===== src/rtl/flash_read_arbiter_pkg.sv =====
// Shared definitions for the two-requester flash read arbiter.
//   state_e     : arbiter FSM states (legacy encoding kept explicit)
//   FLASH_BURST : fixed Avalon burstcount (single-word reads)
//   FLASH_BE    : fixed Avalon byteenable (full 32-bit word)
//   cnt_width() : watchdog counter width able to hold TIMEOUT
package flash_arb_pkg;

  typedef enum logic [1:0] {
    IDLE  = 2'd0,
    ISSUE = 2'd1,
    WAIT  = 2'd2
  } state_e;

  localparam logic [6:0] FLASH_BURST = 7'd1;
  localparam logic [3:0] FLASH_BE    = 4'hF;

  function automatic int unsigned cnt_width(input int unsigned timeout);
    return (timeout < 2) ? 1 : $clog2(timeout + 1);
  endfunction

endpackage


===== src/rtl/flash_read_arbiter_rr_arb2.sv =====
// Combinational two-way round-robin picker.
//   req_i  : request bits of requesters 0 and 1
//   last_i : index of the requester served most recently
//   gnt_o  : one-hot pick, zero when nobody requests
module rr_arb2 (
  input  logic [1:0] req_i,
  input  logic       last_i,
  output logic [1:0] gnt_o
);

  always_comb begin
    gnt_o = req_i;
    // On a tie the requester that was not served last wins.
    if (req_i == 2'b11) begin
      gnt_o = last_i ? 2'b01 : 2'b10;
    end
  end

endmodule


===== src/rtl/flash_read_arbiter.sv =====
// Shares one Avalon-MM flash read port between two requesters.
// Round-robin arbitration, one outstanding single-word read, watchdog abort.
//   clk, rst                : clock, synchronous active-high reset
//   req, addr0, addr1       : requester side (level request, word address)
//   gnt, rsp_valid, rdata,
//   rsp_err, busy           : owner, response pulse, data, timeout flag, activity
//   flash_mem_*             : Avalon-MM master read port (write side tied off)
module flash_read_arbiter
  import flash_arb_pkg::*;
#(
  parameter int unsigned TIMEOUT = 64,
  parameter int unsigned ADDR_W  = 23
) (
  input  logic              clk,
  input  logic              rst,
  input  logic [1:0]        req,
  input  logic [ADDR_W-1:0] addr0,
  input  logic [ADDR_W-1:0] addr1,
  output logic [1:0]        gnt,
  output logic [1:0]        rsp_valid,
  output logic [31:0]       rdata,
  output logic              rsp_err,
  output logic              busy,
  output logic              flash_mem_read,
  output logic              flash_mem_write,
  output logic [ADDR_W-1:0] flash_mem_address,
  output logic [6:0]        flash_mem_burstcount,
  output logic [3:0]        flash_mem_byteenable,
  output logic [31:0]       flash_mem_writedata,
  input  logic              flash_mem_waitrequest,
  input  logic [31:0]       flash_mem_readdata,
  input  logic              flash_mem_readdatavalid
);

  localparam int unsigned CNT_W = cnt_width(TIMEOUT);
  localparam logic [CNT_W-1:0] CNT_LAST = CNT_W'(TIMEOUT - 1);

  state_e            state_q, state_d;
  logic [1:0]        gnt_q, gnt_d;
  logic [1:0]        rsp_valid_q, rsp_valid_d;
  logic [31:0]       rdata_q, rdata_d;
  logic              rsp_err_q, rsp_err_d;
  logic              read_q, read_d;
  logic              last_q, last_d;
  logic [ADDR_W-1:0] addr_q, addr_d;
  logic [CNT_W-1:0]  cnt_q, cnt_d;
  logic [1:0]        pick;
  logic              expire;
  logic              done_ok;
  logic              done_err;

  rr_arb2 u_rr_arb2 (
    .req_i  (req),
    .last_i (last_q),
    .gnt_o  (pick)
  );

  // Counter holds the number of cycles already spent in ISSUE/WAIT, so the
  // edge that would make it reach TIMEOUT is the abort edge.
  assign expire = (cnt_q == CNT_LAST);

  always_comb begin
    state_d     = state_q;
    gnt_d       = gnt_q;
    rsp_valid_d = '0;
    rdata_d     = rdata_q;
    rsp_err_d   = 1'b0;
    read_d      = read_q;
    last_d      = last_q;
    addr_d      = addr_q;
    cnt_d       = cnt_q;
    done_ok     = 1'b0;
    done_err    = 1'b0;

    case (state_q)
      IDLE: begin
        if (pick != 2'b00) begin
          gnt_d   = pick;
          addr_d  = pick[1] ? addr1 : addr0;
          read_d  = 1'b1;
          cnt_d   = '0;
          state_d = ISSUE;
        end
      end
      ISSUE: begin
        cnt_d = cnt_q + 1'b1;
        if (expire) begin
          done_err = 1'b1;
        end else if (!flash_mem_waitrequest) begin
          read_d  = 1'b0;
          state_d = WAIT;
        end
      end
      WAIT: begin
        cnt_d = cnt_q + 1'b1;
        // Data arriving on the expiry cycle still counts as a normal response.
        if (flash_mem_readdatavalid) begin
          done_ok = 1'b1;
        end else if (expire) begin
          done_err = 1'b1;
        end
      end
      default: state_d = IDLE;
    endcase

    if (done_ok || done_err) begin
      rdata_d     = done_ok ? flash_mem_readdata : '0;
      rsp_err_d   = done_err;
      rsp_valid_d = gnt_q;
      last_d      = gnt_q[1];
      gnt_d       = '0;
      read_d      = 1'b0;
      state_d     = IDLE;
    end
  end

  always_ff @(posedge clk) begin
    if (rst) begin
      state_q     <= IDLE;
      gnt_q       <= '0;
      rsp_valid_q <= '0;
      rdata_q     <= '0;
      rsp_err_q   <= 1'b0;
      read_q      <= 1'b0;
      last_q      <= 1'b1;
      addr_q      <= '0;
      cnt_q       <= '0;
    end else begin
      state_q     <= state_d;
      gnt_q       <= gnt_d;
      rsp_valid_q <= rsp_valid_d;
      rdata_q     <= rdata_d;
      rsp_err_q   <= rsp_err_d;
      read_q      <= read_d;
      last_q      <= last_d;
      addr_q      <= addr_d;
      cnt_q       <= cnt_d;
    end
  end

  assign gnt                  = gnt_q;
  assign rsp_valid            = rsp_valid_q;
  assign rdata                = rdata_q;
  assign rsp_err              = rsp_err_q;
  assign busy                 = (state_q != IDLE);
  assign flash_mem_read       = read_q;
  assign flash_mem_write      = 1'b0;
  assign flash_mem_address    = addr_q;
  assign flash_mem_burstcount = FLASH_BURST;
  assign flash_mem_byteenable = FLASH_BE;
  assign flash_mem_writedata  = '0;

endmodule


===== config.mk =====
export PLATFORM = sky130hd
export DESIGN_NAME = flash_read_arbiter
export DESIGN_NICKNAME = d
export VERILOG_FILES = /design/src/rtl/flash_read_arbiter_pkg.sv /design/src/rtl/flash_read_arbiter_rr_arb2.sv /design/src/rtl/flash_read_arbiter.sv
export SDC_FILE = /design/constraint.sdc
export NUM_CORES = 1
export LEC_CHECK = 0
export CAP_MARGIN = 10
export CORE_UTILIZATION = 39
export DETAILED_ROUTE_END_ITERATION = 10
export PLACE_DENSITY = 0.86
export REMOVE_ABC_BUFFERS = 1
export SYNTH_ARGS = -nofsm -noshare
export SYNTH_HDL_FRONTEND = slang
export SYNTH_HIERARCHICAL = 1
export SYNTH_SLANG_ARGS = --single-unit

===== constraint.sdc =====
create_clock -name clk -period 2 [get_ports clk]
set_input_delay 0.3 -clock clk [delete_from_list [all_inputs] [get_ports clk]]
set_output_delay 0.3 -clock clk [all_outputs]
set_load 0.02 [all_outputs]

* After elaboration in Yosys (flattened, before gate mapping)
Index checks and enable logic that the tools add are counted.
** Word-level totals
- Flip-flop bits (word level) :: 71
- Input port bits :: 84
- Output and inout port bits :: 106
- Logic and storage cells :: 51
** Cells by class
- Add/subtract/negate cells :: 1
- Eq/ne operators :: 7
- Multiplexer cells :: 19
- Bitwise operators :: 2
- Reduce and logical (&&, ||, !) cells :: 13
** Operators by type and width (count)
- 2-to-1 mux 32 bit :: 1
- 2-to-1 mux 23 bit :: 1
- case mux 7 bit (2 select lines) :: 1
- 2-to-1 mux 2 bit :: 5
- AND reduction 4 bit :: 2
- nonzero test 2 bit :: 4
- adder 7 x 1 -> 7 bit (second input constant) :: 1
- equality test 7 x 6 -> 1 bit (second input constant) :: 1
- 2-to-1 mux 1 bit :: 7
- 2-to-1 mux 7 bit :: 1
- inequality test 2 bit (second input constant) :: 3
- case mux 2 bit (3 select lines) :: 1
- OR reduction 2 bit :: 3
- equality test 2 bit (second input constant) :: 2
- case mux 1 bit (2 select lines) :: 2
- AND reduction 2 bit :: 2
- equality test 2 x 1 -> 1 bit (second input constant) :: 1
- logical NOT 2 bit :: 1
- inverter 1 bit :: 2
- logical OR 1 bit :: 1

* Depth between registers and ports, before layout
Gate-level depths: netlist (run 1).
- Depth in word-level cells :: 7
- Mapped depth :: 8
- Mapped depth without buffers :: 6

* By module
Netlist (run 1), hierarchy kept.
** Modules (own cells, without submodules)
- flash_read_arbiter :: instances 1, cells each 350, area an instance 3350.7 um^2, seq. area each 1421.4 um^2
- rr_arb2 :: instances 1, cells each 3, area an instance 18.8 um^2, seq. area each 0.0 um^2

* Least setup slack after synthesis (run 1)
No wires, ideal clock.
- Path type :: register to register
- Start point :: register state_q[0]
- End point :: register rdata_q[23] (netlist: rdata[23])
- Library setup time :: 0.128 ns
- Arrival time :: 1.589 ns
- Setup slack :: 0.283 ns
- Cell stages (with the launch flop) :: 9
- Cell sequence :: dfxtp_1 > inv_1 > ha_1 > nand2b_1 > o41a_1 > buf_6 > buf_6 > a22oi_2 > nor2_1
** On the way
- Word-level cells in the longest chain between the ends :: 3
** Ends and longest elaborated chain
- start: declaration :: line flash_read_arbiter.sv:38 : state_e state_q, state_d;
- start signal: assignment :: line flash_read_arbiter.sv:129 : state_q <= state_d;
- equality test 2 bit / equality test 2 x 1 -> 1 bit (equally long branches) :: line flash_read_arbiter.sv:75 : case (state_q)
- case mux 1 bit (2 select lines) / 2-to-1 mux 1 bit (equally long branches) :: line flash_read_arbiter.sv:75
- logical OR 1 bit / 2-to-1 mux 32 bit (equally long branches) :: line flash_read_arbiter.sv:106, flash_read_arbiter.sv:107
- end signal: assignment :: line flash_read_arbiter.sv:132 : rdata_q <= rdata_d;
- end: declaration :: line flash_read_arbiter.sv:41 : logic [31:0] rdata_q, rdata_d;
Several ways; a longest one is shown, not always the timed one.
A chain may end at the register's enable or synchronous reset.

* Final worst setup path (run 1)
- Start point :: register state_q[0]
- End point :: register rdata_q[2] (netlist: rdata[2])
The elaborated chain is that of the path after synthesis.

==> reports/results.ini, run 1 <==
[yosys]
synthFlopType = dfxtp_1
synthesis.area_um2 = 3370
async_flop_share_pct = 0
synth_seq_area_share_pct = 42.2
synth_area_per_cell_um2 = 9.55
synth_top_area_share_pct = 42.2
synthDistinctLibCells = 42
synth_common_cells = dfxtp_1, nor2_1, buf_4
synth.most_common_cell = dfxtp_1
synth-seq-cells = 71
ys_warn_count = 6
synth_largest_area_cell = dfxtp_1
synthTopCellsByArea = dfxtp_1, a22oi_2, buf_4
synth_edf_count = 0
syn_inst = 353

[global_routing]
grt-ovfl-total = 0
grt_use_total_pct = 17.0
grt_pass1_vias = 2517
grt_max_degree = 48
antenna_found_initial = 0
grt_pass1_wl_um = 11800

[drt]
vias = 2885
initialDrtViolationCount = 66
vias_per_cell = 4.78
ant_nets = 0
wl_per_cell_um = 13.0
drc = 0
dr.pass1.iters = 4
routed_wl_um = 7870

[finish]
final_cells = 604
syn_to_final_growth_pct = 47.6
drive_above_1_share_pct = 13.0
finalNetCount = 583
diodes = 0

[floorplanning]
io_pins = 190
rows = 33
die_w_um = 95.0
start_util_pct = 40.6
core_area_um2 = 8300
dieHeight_um = 95.0
die_area_um2 = 9020

[setup_path]
path_buf_inv = 2
rr_endpoint = rdata[2]
r2r-start = state_q[0]
worstRegToRegCells = 7
critPathLaunchType = flip-flop
cp_max_fo = 17
slowest_stage = o41a_2
cp-endpoint = rdata[2]
path_cells = inv_1 -> ha_1 -> nand2b_1 -> o41a_2 -> buf_4 -> a22oi_1 -> nor2_1
path_delay_family = compound AO/OA/AOI/OAI gates
cpPeakStageDelay_ns = 0.42
crit_required_ns = 2.23
worstSetupEndpointType = flip-flop
rrSetupSlack_ns = 0.15
cp_num_cells = 7
crit_type = reg2reg
arrival_ns = 2.07
cp-startpoint = state_q[0]

[placement]
dp_hpwl_um = 5950
routabilityCongestion = 0.843
port_buffers = 145
dp.cells = 588

[sta]
slew_viol_final = 0
rsz0062_at_grt = no
fin_tns_setup_ns = 0
hold_viol_final = 0
finalCritPeriodShare_pct = 92.3
report.final.setup_viol = 0
fmax_ghz = 0.542
period_minus_slack_ns = 1.85
max_slew_margin_pct = 66.1
tightestPinTransition_ns = 0.507
fin_skew_ns = 0.00744

[clocking]
h-tree-depth = 3
cts_buffer_depth = 2
cts-buffers-inserted = 9
clock-sinks = 71
holdBufCountCts = 0
clock_latency_ns = 0.34
postCtsSetupRepairBufs = 0
cts-root-buf = clkbuf_8
clk_pin_slew_ns = 0.08
cts_tree = done

[hold_path]
hp-class = in2reg

[job]
maxCapViolations = 0

[pwr]
leakage_uw = 0.00185
cellPowerDensity_nw_per_um2 = 866
ir_worst_vdd_mv = 0.483
p_total_uw = 4310

[status]
status = finished, final reports clean

through the flow:
| stage | cell area [µm²] | utilization [%] | setup WS (ns) | hold WS, ns |
|---|---|---|---|---|
| after global placement | 4760 | 57.3 | 0.0635 | 0.454 |
| final | 4970 | 59.9 | 0.154 | 0.327 |
| after global routing | 4970 | 59.9 | 0.0193 | 0.329 |
| after floorplan | 3070 | - | -3.05 | 0.369 |
| after CTS | 4980 | 60.0 | 0.0699 | 0.325 |
| after detailed placement | 4760 | 57.3 | 0.0127 | 0.470 |
layout make-up:
class                      count  area (µm²)
clock buffer                   9         124
clock inverter                 7        96.3
multi-input combinational    250        1650
timing repair buffer         155        1530
inverter                       7        26.3
tap                          105         131
sequential                    71        1420
fill                         710        3330
per-layer routing:
layer  track usage, %  up-vias  routed length (µm)
met5                0        -                   0
met4             7.70        0                 137
met3             5.96        9                 702
met2             27.8      141                3720
met1             19.9     1309                3310
li1                 -     1426                   -
report_power, final:
part / leakage, µW / total (µW) / switching, µW / internal (µW)
sequential: 0.000580 / 1660 / 89.7 / 1570
clock: 0.000102 / 1260 / 553 / 703
combinational: 0.00117 / 1390 / 742 / 649
placed cells by master (no fill, tap or decap), types with 4 or more instances in the layout:
cell	synthesis	routed
a22oi_2	28	28
clkbuf_8	0	9
a21oi_1	8	8
nand2_1	13	13
clkdlybuf4s50_1	0	143
dfxtp_1	71	71
conb_1	2	44
a211oi_1	23	23
buf_4	44	9
ha_1	5	5
a22oi_1	4	4
nor2_1	66	65
inv_1	7	7
mux2i_1	24	24
how the worst min path moves through the flow:
stage          slack [ns]  cells past startpoint              to           start
5_1_grt              0.33                      2        rdata[1]             rst
3_3_place_gp         0.45                      2  flash_mem_read  flash_mem_read
4_1_cts              0.32                      2        rdata[9]             rst
6_report             0.33                      2        rdata[9]             rst
2_1_floorplan        0.37                      1        cnt_q[0]             rst
3_5_place_dp         0.47                      2  flash_mem_read  flash_mem_read
cells by family (layout without fill, tap and decap cells):
| kind of cell | Yosys count | in the layout | synth area share (%) |
|---|---|---|---|
| DFF | 71 | 71 | 42.2 |
| muxes | 24 | 24 | 7.13 |
| other | 2 | 44 | 0.223 |
| and+or+nand+nor | 97 | 97 | 12.8 |
| adders and majority gates | 5 | 5 | 1.86 |
| xor gates and xnor gates | 4 | 4 | 1.04 |
| AOI/OAI and AO/OA | 76 | 76 | 20.5 |
| buffers and inverters | 74 | 178 | 14.3 |
worst reg2reg max path, delay by kind of cell, from the launching register on:
kind                       cells  cell delay, ns
AOI/OAI and AO/OA              2            0.60
adders and majority gates      1            0.31
buffers and inverters          2            0.31
DFF                            1            0.39
and+or+nand+nor                2            0.12
registers in the layout (all words and copies together) (netlist names):
signal / count
flash_mem_read: 1
rdata: 32
rsp_valid: 2
state_q: 2
last_q: 1
gnt: 2
flash_mem_address: 23
rsp_err: 1
cnt_q: 7
repair_timing:
item,in CTS,in global routing
pin swaps,0,0
endpoints found under the setup margin,1,2
endpoints found under the hold margin,0,0
gates resized for setup,1,3
(Power assumes the default switching activity.)
==> inputs of run 2 (changes only) <==
--- a/config.mk
+++ b/config.mk
@@ -8,7 +8,7 @@
 export CAP_MARGIN = 10
 export CORE_UTILIZATION = 39
 export DETAILED_ROUTE_END_ITERATION = 10
-export PLACE_DENSITY = 0.86
+export PLACE_DENSITY = 0.78
 export REMOVE_ABC_BUFFERS = 1
 export SYNTH_ARGS = -nofsm -noshare
 export SYNTH_HDL_FRONTEND = slang
==> reports/results.ini, run 2 (synthesis gave the netlist of run 1 again) <==
[placement]
dp_hpwl_um = 6050
routabilityCongestion = 0.846
place_ws_ns = -0.107
port_buffers = 145

[sta]
report.final.setup_viol = 0
max_slew_margin_pct = 41.8
rsz0062_at_grt = no
slew_viol_final = 0
finalCritPeriodShare_pct = 92.1
hold_viol_final = 0
fmax_ghz = 0.543
tightestPinTransition_ns = 0.873
setup_ws_ns = 0.158
fin_skew_ns = 0.0108
period_minus_slack_ns = 1.84

[clocking]
cts_tree = done
clock-sinks = 71
cts_buffer_depth = 2
clk_pin_slew_ns = 0.07
h-tree-depth = 3
cts-buffers-inserted = 9
holdBufCountCts = 0
clock_latency_ns = 0.34
cts-root-buf = clkbuf_8

[global_routing]
antenna_found_initial = 0
grt_max_degree = 38
grt_pass1_wl_um = 12300
grt_use_total_pct = 17.9
grt_pass1_vias = 2709
grt-ovfl-total = 0

[pwr]
ir_worst_vdd_mv = 0.516
p_total_uw = 4140
leakage_uw = 0.00185
cellPowerDensity_nw_per_um2 = 837

[finish]
drive_above_1_share_pct = 12.9
finalNetCount = 583
final_common_cell = clkdlybuf4s50_1
seqCellArea_um2 = 1420
nFillCells = 727
multi_input_area_um2 = 1640
syn_to_final_growth_pct = 46.9
largest_register_ffs = 32
final_cell_mix = clkdlybuf4s50_1, dfxtp_1, nor2_1, conb_1, a22oi_2
diodes = 0

[setup_path]
cp_max_fo = 16
arrival_ns = 2.06
cpPeakStageDelay_ns = 0.42
critPathLaunchType = flip-flop
slowest_stage = o41a_2
crit_required_ns = 2.22
path_cells = inv_1 -> ha_1 -> nand2b_1 -> o41a_2 -> buf_4 -> a22oi_1 -> nor2_1
worstRegToRegCells = 7
worstSetupEndpointType = flip-flop
rr_endpoint = rdata[2]
crit_type = reg2reg
rrSetupSlack_ns = 0.16
r2r-start = state_q[0]

[hold_path]
hold_start = rst
hp-class = in2reg
hold_end = rdata[3]
hold_depth = 2

[job]
maxCapViolations = 0

[drt]
wl_per_cell_um = 13.1
routed_wl_um = 7910
drc = 0
ant_nets = 0
vias = 2879
vias_per_cell = 4.77
initialDrtViolationCount = 59
dr.pass1.iters = 5

[floorplanning]
core_area_um2 = 8300
start_util_pct = 40.6
dieHeight_um = 95.0
io_pins = 190
die_area_um2 = 9020
rows = 33
die_w_um = 95.0

[status]
status = finished, final reports clean

## run 2: cell count changes in the layout (fill, tap and decap cells not counted), sizes merged
cell	delta
bufinv	-1
inv	-1
clkinv	+4
clkinvlp	-3
## run 2: final cells by class
cell class / instances / share of cell area [%]
sequential: 71 / 28.7
timing repair buffer: 155 / 31.1
inverter: 7 / 0.531
tap: 105 / 2.65
clock buffer: 9 / 2.50
clock inverter: 6 / 1.26
multi-input combinational: 250 / 33.2
## run 2: worst max path at each step
stage,slack [ns],depth (start not counted),end,start
finish,0.16,7,rdata[2],state_q[0]
global route,0.03,5,rdata[1],state_q[0]
CTS,0.07,4,busy,state_q[0]
detailed placement,-0.11,6,cnt_q[3],req[0]
global placement,-0.02,6,cnt_q[3],req[0]
floorplan,-3.05,5,state_q[0],last_q
## run 2: timing repair
item	in CTS	in global routing
endpoints found under the setup margin	1	1
resized for setup	1	2
setup buffers	0	0
## run 2: stage by stage
stage / std cells / hold WS [ns] / setup TNS, ns / cell area, µm² / utilization, %
after global placement: 588 / 0.462 / -0.0172 / 4770 / 57.5
after floorplan: 328 / 0.369 / -102.40 / 3070 / -
after global routing: 603 / 0.360 / 0 / 4950 / 59.7
after detailed placement: 588 / 0.470 / -0.726 / 4770 / 57.5
after CTS: 603 / 0.344 / 0 / 4950 / 59.7
final: 603 / 0.362 / 0 / 4950 / 59.7
## run 2: critical path, delay by kind of cell (launching register included)
kind	cells	cell delay (ns)
AOI/OAI and AO/OA	2	0.59
DFF	1	0.39
buffers and inverters	2	0.31
adders and majority gates	1	0.30
and+or+nand+nor	2	0.11
## run 2: power by group
part           switching [µW]  internal (µW)
logic                     736            653
registers                92.8           1570
clock network             525            566
total                    1350           2790
## run 2: metal layers
layer | routed length, µm | up-vias | track usage (%)
met5 | 0 | - | 0
met4 | 140 | 0 | 7.70
met3 | 765 | 11 | 6.68
met2 | 3930 | 144 | 30.8
met1 | 3080 | 1300 | 19.8
li1 | - | 1424 | -
